==> src/rtl/fall_ctrl.sv <==
// Active-brick sequencer: spawn, gravity fall, lock delay, commit handshake, respawn.
// Drives pos/brick_type/dir into the drop/collision datapath and reacts to its
// landing position and legality flags. All outputs come straight from flops.
module fall_ctrl #(
  parameter int unsigned GRAVITY_CYCLES = 25000000,
  parameter int unsigned SOFT_CYCLES    = 2500000,
  parameter int unsigned LOCK_CYCLES    = 12500000,
  parameter int unsigned SPAWN_POS      = (19 << 5) | 4,
  parameter int unsigned CNT_W          = 25,
  parameter int unsigned POS_LEN        = 10,
  parameter int unsigned BRICK_LEN      = 3,
  parameter int unsigned DIR_LEN        = 2
) (
  input  logic                 clk,
  input  logic                 rst_n,
  input  logic                 start,
  input  logic [BRICK_LEN-1:0] next_type,
  output logic                 next_req,
  input  logic                 spawn_ok,
  input  logic [POS_LEN-1:0]   land_pos,
  input  logic                 soft_drop,
  input  logic                 hard_drop,
  input  logic                 rot_req,
  input  logic                 rot_ok,
  input  logic                 commit_ack,
  output logic [POS_LEN-1:0]   pos,
  output logic [BRICK_LEN-1:0] brick_type,
  output logic [DIR_LEN-1:0]   dir,
  output logic                 active,
  output logic                 commit_req,
  output logic                 game_over
);

  typedef enum logic [2:0] {
    S_IDLE,
    S_SPAWN,
    S_CHECK,
    S_FALL,
    S_LOCK,
    S_COMMIT,
    S_OVER
  } state_t;

  localparam logic [CNT_W-1:0]   GRAV_LAST = CNT_W'(GRAVITY_CYCLES - 1);
  localparam logic [CNT_W-1:0]   SOFT_LAST = CNT_W'(SOFT_CYCLES - 1);
  localparam logic [CNT_W-1:0]   LOCK_LAST = CNT_W'(LOCK_CYCLES - 1);
  localparam logic [POS_LEN-1:0] SPAWN_P   = POS_LEN'(SPAWN_POS);
  localparam logic [POS_LEN-1:0] ROW_STEP  = POS_LEN'(32);

  state_t               state_q;
  logic [CNT_W-1:0]     timer_q;
  logic [POS_LEN-1:0]   pos_q;
  logic [BRICK_LEN-1:0] type_q;
  logic [DIR_LEN-1:0]   dir_q;
  logic                 next_req_q;
  logic                 active_q;
  logic                 commit_req_q;
  logic                 game_over_q;

  logic step_due;
  logic rot_go;
  logic grounded;

  // Gravity step and rotation qualifiers; a mid-count soft_drop raise steps at once.
  always_comb begin
    step_due = soft_drop ? (timer_q >= SOFT_LAST) : (timer_q >= GRAV_LAST);
    rot_go   = rot_req && rot_ok;
    grounded = (land_pos == pos_q);
  end

  // Brick life-cycle FSM; output flags are loaded on the edge entering each state.
  always_ff @(posedge clk or negedge rst_n) begin
    if (!rst_n) begin
      state_q      <= S_IDLE;
      timer_q      <= '0;
      pos_q        <= SPAWN_P;
      type_q       <= '0;
      dir_q        <= '0;
      next_req_q   <= 1'b0;
      active_q     <= 1'b0;
      commit_req_q <= 1'b0;
      game_over_q  <= 1'b0;
    end else begin
      next_req_q <= 1'b0;
      case (state_q)
        S_IDLE: begin
          if (start) begin
            state_q    <= S_SPAWN;
            next_req_q <= 1'b1;
          end
        end
        S_SPAWN: begin
          pos_q   <= SPAWN_P;
          type_q  <= next_type;
          dir_q   <= '0;
          state_q <= S_CHECK;
        end
        S_CHECK: begin
          timer_q <= '0;
          if (spawn_ok) begin
            state_q  <= S_FALL;
            active_q <= 1'b1;
          end else begin
            state_q     <= S_OVER;
            game_over_q <= 1'b1;
          end
        end
        S_FALL: begin
          if (hard_drop) begin
            pos_q        <= land_pos;
            state_q      <= S_COMMIT;
            active_q     <= 1'b0;
            commit_req_q <= 1'b1;
          end else if (step_due) begin
            timer_q <= '0;
            if (grounded) begin
              state_q <= S_LOCK;
            end else begin
              pos_q <= pos_q - ROW_STEP;
            end
          end else begin
            timer_q <= timer_q + CNT_W'(1);
            if (rot_go) begin
              dir_q <= dir_q + DIR_LEN'(1);
            end
          end
        end
        S_LOCK: begin
          // Losing ground wins over expiry; rotation is still allowed on that cycle.
          if (hard_drop) begin
            pos_q        <= land_pos;
            state_q      <= S_COMMIT;
            active_q     <= 1'b0;
            commit_req_q <= 1'b1;
          end else if (!grounded) begin
            state_q <= S_FALL;
            timer_q <= '0;
            if (rot_go) begin
              dir_q <= dir_q + DIR_LEN'(1);
            end
          end else if (timer_q >= LOCK_LAST) begin
            state_q      <= S_COMMIT;
            active_q     <= 1'b0;
            commit_req_q <= 1'b1;
          end else begin
            timer_q <= timer_q + CNT_W'(1);
            if (rot_go) begin
              dir_q <= dir_q + DIR_LEN'(1);
            end
          end
        end
        S_COMMIT: begin
          if (commit_ack) begin
            commit_req_q <= 1'b0;
            state_q      <= S_SPAWN;
            next_req_q   <= 1'b1;
          end
        end
        S_OVER: begin
          if (start) begin
            game_over_q <= 1'b0;
            state_q     <= S_SPAWN;
            next_req_q  <= 1'b1;
          end
        end
        default: begin
          state_q <= S_IDLE;
        end
      endcase
    end
  end

  assign pos        = pos_q;
  assign brick_type = type_q;
  assign dir        = dir_q;
  assign next_req   = next_req_q;
  assign active     = active_q;
  assign commit_req = commit_req_q;
  assign game_over  = game_over_q;

endmodule

==> config.mk <==
export PLATFORM = sky130hd
export DESIGN_NAME = fall_ctrl
export DESIGN_NICKNAME = d
export VERILOG_FILES = /design/src/rtl/fall_ctrl.sv
export SDC_FILE = /design/constraint.sdc
export NUM_CORES = 1
export LEC_CHECK = 0
export ABC_AREA = 0
export BUFFER_PORTS_ARGS = -buffer_cell sky130_fd_sc_hd__buf_2
export CAP_MARGIN = 25
export CORE_ASPECT_RATIO = 1.1
export CORE_MARGIN = 2
export CORE_UTILIZATION = 45
export CTS_BUF_LIST = sky130_fd_sc_hd__clkbuf_8
export DETAILED_ROUTE_END_ITERATION = 8
export GPL_TIMING_DRIVEN = 0
export SLEW_MARGIN = 10
export SYNTH_ARGS = -nofsm -noshare
export SYNTH_HDL_FRONTEND = slang
export SYNTH_SLANG_ARGS = --single-unit
==> constraint.sdc <==
create_clock -name clk -period 6.72 [get_ports clk]
set_input_delay 0.672 -clock clk [delete_from_list [all_inputs] [get_ports clk]]
set_output_delay 0.672 -clock clk [all_outputs]
set_load 0.02 [all_outputs]
==> results.ini, run 1 <==
[outcome]
result_of_the_run = completed

[timing]
maxClockFrequency_mhz = 354
timing.final.crit_period_ns = 2.83
clock_skew_ns = 0.00948
slew_headroom_pct = 54.1
setup-violations-final = 0
worst_slew_pin_slew_ns = 0.686
unrepaired_setup_endpoints_after_global_routing = no
final_max_slew_viol_count = 0
hold_viol = 0
hold-worst-slack_ns = 0.314
finalCritPeriodShare_pct = 42.1
setup_tns_ns = 0

[drt]
drt_pre_antenna_iters = 4
via_count = 2830
route.detailed.vias_per_inst = 5.86
remaining_drcs = 0
dr.first_iter.drc_count = 147
antenna_nets_post_route = 0
finalWirelength_um = 7870
post_drt_wl_per_cell_um = 16.3

[run]
drv.max_cap_violation_count = 0

[synth]
yosysWarningCount = 0
postSynth.asyncResetShare_pct = 100
synth.top_cells.by_count = dfrtp_1, nor2_1, nand2_1
library_cells_used_by_synthesis = 70
synth_top_area_cell = dfrtp_1
ys_dominant_reg_cell = dfrtp_1
number_of_flops_mapped_to_enable_cells_by_yosys = 0
synth_area_mm2 = 0.00313
syn_area_per_cell_um2 = 8.87
leading_cell_types_by_total_area_after_synthesis = dfrtp_1, xnor2_1, nor2_1, dfstp_2, nand2_1
synth.net_count = 377
synth_seq_cells = 47
most_numerous_cell_in_the_yosys_netlist = dfrtp_1
synth_top_area_share_pct = 34.4
synth_sequential_area_ratio_pct = 37.7
syn-instance-count = 353

[global_routing]
maximum_number_of_pins_on_one_net_before_global_route_repair = 29
grt_antenna_before_repair = 0
groute.usage.overall_pct = 21.2
grt_pass1_vias = 2776
globalRouteOverflowTotal = 0
grt_first_pass_wirelength_um = 13300

[place]
place.port_buffers = 39
place.gp.congestion = 0.953
dpl.hpwl_um = 5870

[critical_path]
setup.worst_path.start_class = flip-flop
cp_max_fo = 8
crit_path_start = timer_q[14]
timing.setup.critical_path_class = reg2reg
critPathCaptureType = flip-flop
reg2reg_from = timer_q[14]
required_ns = 6.92
timing.critical_path.arrival_ns = 3.02

[floorplanning]
coreArea_mm2 = 0.00667
fp.dieArea_mm2 = 0.00764
starting_density_of_the_core_pct = 46.9
rows = 31
design.portCount = 41
dieWidth_um = 83.5
fp.dieH_um = 91.5

[power_and_ir_drop]
p_seq_share_pct = 35.6
cell_internal_pwr_w = 0.000636
sw_frac_of_total_pct = 44.9
vdd.ir_drop.worst_mv = 0.172
total_switching_power_w = 0.000519
power_frac_comb_pct = 49.5
clock_power_share_pct = 14.9
p_leak_nw = 1.46
power-per-cell-area_mw_per_mm2 = 327

[final_layout]
drive_above_1_share_pct = 19.2
nFillCells = 675
layout_overhead_on_the_synthesized_area_pct = 12.9
antenna_cells = 0
layout.nets = 424

[clock_tree]
tritoncts = yes
tritoncts.num_buffers = 5
number_of_buffers_added_to_fix_hold_violations_after_cts = 0
clk_root_buffer_cell = clkbuf_8
clk_pin_slew_ns = 0.09
clock_latency_ns = 0.31
post_cts_buffers = 0
postCtsResizedCells = 0
cts_num_sinks = 47
clock_tree.buffer_depth = 2
cts.htree.levels = 2

[hold_path]
hold_path_class = in2async

cells by family after synthesis:
kind of cell	share of synthesized area (%)
xor+xnor	6.99
buf+inv	5.32
simple gates	25.3
mux	1.76
flops	37.7
compound gates	22.1
fa+ha+maj	0.799
layout make-up:
type                            instances  area (um^2)  area share [%]
Multi-Input combinational cell        270         1780            50.5
Sequential cell                        47         1180            33.4
Timing Repair Buffer                   40          215            6.09
Buffer                                 23          118            3.33
Tap cell                               82          103            2.90
Clock buffer                            5         68.8            1.95
Inverter                               13         48.8            1.38
Clock inverter                          3         16.3           0.460
flip-flops by register name, summed over array words and instances (netlist names):
name        cells
timer_q        25
pos            10
brick_type      3
state_q         3
dir             2
active          1
commit_req      1
game_over       1
next_req        1
power by group through the flow:
| stage | sequential (W) | combinational [W] | clock (W) |
|---|---|---|---|
| 4_1_cts | 0.000411 | 0.000576 | 0.000178 |
| 2_1_floorplan | 0.000465 | 0.000353 | 0 |
| 6_report | 0.000411 | 0.000572 | 0.000172 |
| 3_3_place_gp | 0.000414 | 0.000566 | 0 |
| 5_1_grt | 0.000422 | 0.000629 | 0.000187 |
| 3_5_place_dp | 0.000416 | 0.000573 | 0 |
path summary, 6_finish.rpt:
path / to / depth (start not counted) / slack, ns
min in group clk: brick_type[1] / 1 / 0.51
max in group asynchronous: pos[9] / 2 / 5.81
worst max register to register: pos[8] / 8 / 3.89
worst min register to register: brick_type[1] / 1 / 0.51
worst max-delay path: pos[8] / 8 / 3.89
worst min-delay path: timer_q[10] / 1 / 0.31
cell usage in the layout (no fill, tap or decap), types with 5 or more instances in the layout:
cell type and n:
buf_2 43, dfrtp_1 43, nor2_1 34, nand2_1 27, a21oi_1 19, nand3_1 17
xnor2_1 17, clkbuf_1 14, inv_1 13, o21ai_0 13, nor3_1 10, nor4_1 10
nand4_1 10, xor2_1 8, a22o_1 7, a31oi_1 6, nor3b_1 5, nand2b_1 5
and3_1 5, o22ai_1 5, clkbuf_8 5
routing by layer:
metal	GRT usage [%]	wire, um
met1	27.2	3570
met4	6.05	91
met3	2.64	281
met5	0	0
met2	37.3	3930
per-stage QoR:
stage	instances	power [W]	utilization, %	setup WS, ns	cell area [um^2]
floorplan	353	0.000818	-	4.29	3130
global placement	474	0.000979	51.4	3.87	3430
detailed placement	475	0.000989	51.7	3.83	3450
CTS	483	0.00116	53.0	3.94	3530
global route	483	0.00124	53.0	3.75	3530
finish	483	0.00115	53.0	3.89	3530
critical path: stages, from the launching register on:
cell	delay [ns]
dfrtp_1	0.36
clkbuf_1	0.19
nor4_1	0.32
nand3_1	0.13
a2111oi_0	0.62
o32ai_2	0.31
o31ai_4	0.40
o21ai_0	0.17
a22o_1	0.20
(Power assumes the default switching activity.)
==> inputs of run 2 (changes only) <==
ABC_AREA = 1   (was 0)
clock period = 2.7 ns   (was 6.72 ns; I/O delays follow)
==> results.ini, run 2 <==
[final_layout]
top_register = timer_q
layout.nets = 658
postLayoutCoreUtil_pct = 51.5
layout_overhead_on_the_synthesized_area_pct = 12.6
most_frequent_cells_in_the_layout = nand2_1, nor2_1, inv_1
nFillCells = 859
drive_above_1_share_pct = 11.7
antenna_cells = 0
layout_commonest_cell = nand2_1
largest_reg_flops = 25
final_cells = 743

[clock_tree]
clock_tree.buffer_depth = 2
clk_pin_slew_ns = 0.09
tritoncts.num_buffers = 5
cts_num_sinks = 47
clk_root_buffer_cell = clkbuf_8
postCtsResizedCells = 0
cts.htree.levels = 2
clock_latency_ns = 0.30
tritoncts = yes

[critical_path]
reg2reg_depth = 13
reg2reg_from = timer_q[0]
setup.worst_path.start_class = flip-flop
cp-endpoint = timer_q[22]
crit_path_start = timer_q[0]
slowest_delay_ns = 0.43
critPathCaptureType = flip-flop
rrSetupSlack_ns = 0.39
crit_chain = ha_1 -> nand3_1 -> nor2_2 -> nand2_1 -> nor2_1 -> nor2_1 -> nand3_1 -> nand2_1 -> nand2_1 -> nand2_4 -> nor2_8 -> buf_6 -> nor2_1
required_ns = 2.90
critical_path.slowest_cell = dfrtp_1
cp_max_fo = 10
timing.critical_path.arrival_ns = 2.51
worstReg2RegEnd = timer_q[22]
timing.setup.critical_path_class = reg2reg

[global_routing]
grt_first_pass_wirelength_um = 16800
globalRouteOverflowTotal = 0
maximum_number_of_pins_on_one_net_before_global_route_repair = 34
groute.usage.overall_pct = 24.3
grt_busiest_layer = met2
grt_util_met3_pct = 2.80
gr-usage-met1_pct = 30.6
grt_pass1_vias = 3622
met2_resource_use_gr_pct = 42.2
grt_antenna_before_repair = 0

[timing]
worst_slew_pin_slew_ns = 0.542
unrepaired_setup_endpoints_after_global_routing = no
post_layout_worst_setup_margin_ns = 0.392
setup_tns_ns = 0
finalCritPeriodShare_pct = 85.5
timing.final.crit_period_ns = 2.31
final_max_slew_viol_count = 0
setup-violations-final = 0
maxClockFrequency_mhz = 433
hold-worst-slack_ns = 0.165
hold_viol = 0
slew_headroom_pct = 63.7
clock_skew_ns = 0.0104

[synth]
syn_area_per_cell_um2 = 6.13
postSynth.asyncResetShare_pct = 100
yosysWarningCount = 0
most_numerous_cell_in_the_yosys_netlist = nand2_1
synth_sequential_area_ratio_pct = 33.0
ys_dominant_reg_cell = dfrtp_1
leading_cell_types_by_total_area_after_synthesis = dfrtp_1, nand2_1, nor2_1, nand3_1, inv_1
synth_top_area_cell = dfrtp_1
synth.net_count = 609
synth_area_mm2 = 0.00358
library_cells_used_by_synthesis = 29
number_of_flops_mapped_to_enable_cells_by_yosys = 0
synth_seq_cells = 47
synth.top_cells.by_count = nand2_1, nor2_1, inv_1
synth_top_area_share_pct = 30.0
syn-instance-count = 585

[floorplanning]
fp.dieH_um = 97.6
design.portCount = 41
coreArea_mm2 = 0.00783
fp.dieArea_mm2 = 0.00869
dieWidth_um = 89.1
starting_density_of_the_core_pct = 45.8
rows = 34

[drt]
antenna_nets_post_route = 0
remaining_drcs = 0
dr.first_iter.drc_count = 173
post_drt_wl_per_cell_um = 13.5
drt_pre_antenna_iters = 4
route.detailed.vias_per_inst = 5.02
finalWirelength_um = 10000
via_count = 3729

[place]
place.port_buffers = 40
dpl.hpwl_um = 7920
place.gp.congestion = 0.916
dp_slack_ns = 0.401
numPlacedInstances = 734

[power_and_ir_drop]
p_leak_nw = 2.18
power-per-cell-area_mw_per_mm2 = 804
vdd.ir_drop.worst_mv = 0.488

[outcome]
result_of_the_run = completed

[hold_path]
hold_path_class = in2reg

[run]
drv.max_cap_violation_count = 0

==> run 2: cell types whose count changed after synthesis, sizes merged, moves of 10 or more <==
cell and delta:
inv +71, nand3 +48, nor4 -10, clkbuf -14, a21oi -13, nand2 +185
nand4 +14, xnor2 -17, nor2 +61
==> run 2: worst min-delay path by stage <==
stage,from,end,slack (ns),cells past startpoint
floorplan,rst_n,active,-0.03,0
global placement,brick_type[2],brick_type[2],0.45,2
detailed placement,rst_n,timer_q[6],0.21,1
CTS,next_type[1],brick_type[1],0.16,3
global route,next_type[2],brick_type[2],0.20,3
finish,next_type[1],brick_type[1],0.17,3
==> run 2: timing repair <==
| action | in CTS | in global routing |
|---|---|---|
| hold buffers | 1 | 0 |
| endpoints found under the hold margin | 14 | 0 |
| setup buffers | 0 | 0 |
==> run 2: metal layers <==
layer  wire, um  up-vias
met5          0        -
met4        177        0
met3        345       14
met2       5110       78
met1       4420     1702
li1           -     1935
==> run 2: worst max-delay path, delay by kind of cell, from the launching register on <==
kind	cells	cell delay, ns
fa+ha+maj	1	0.23
buf+inv	1	0.17
flops	1	0.43
simple gates	11	1.35
==> run 2: final cells by class <==
cell class	count	area, um^2	share of cell area (%)
repair buffers	42	230	5.71
clock inverters	3	16.3	0.403
clock buffers	5	68.8	1.71
flip-flops and latches	47	1180	29.3
inverters	83	312	7.72
multi-input cells	445	2020	50.0
plain buffers	10	73.8	1.83
well taps	108	135	3.35
==> run 2: report_power, final <==
group	internal (W)	total (W)	switching, W
clock network	0.000178	0.000433	0.000255
registers	0.000891	0.00104	0.000144
logic	0.000549	0.00178	0.00123
==> run 2: stage by stage <==
| step | power [W] | cell area (um^2) |
|---|---|---|
| floorplan | 0.00230 | 3580 |
| global placement | 0.00282 | 3920 |
| detailed placement | 0.00283 | 3940 |
| CTS | 0.00328 | 4030 |
| global route | 0.00352 | 4030 |
| finish | 0.00324 | 4030 |
==> run 2: cell families after synthesis <==
family	after synthesis	synth area share (%)
buffers and inverters	93	10.8
AOI/OAI and AO/OA	29	4.96
xor gates and xnor gates	7	1.71
and+or+nand+nor	407	48.9
adders and majority gates	2	0.698
DFF	47	33.0
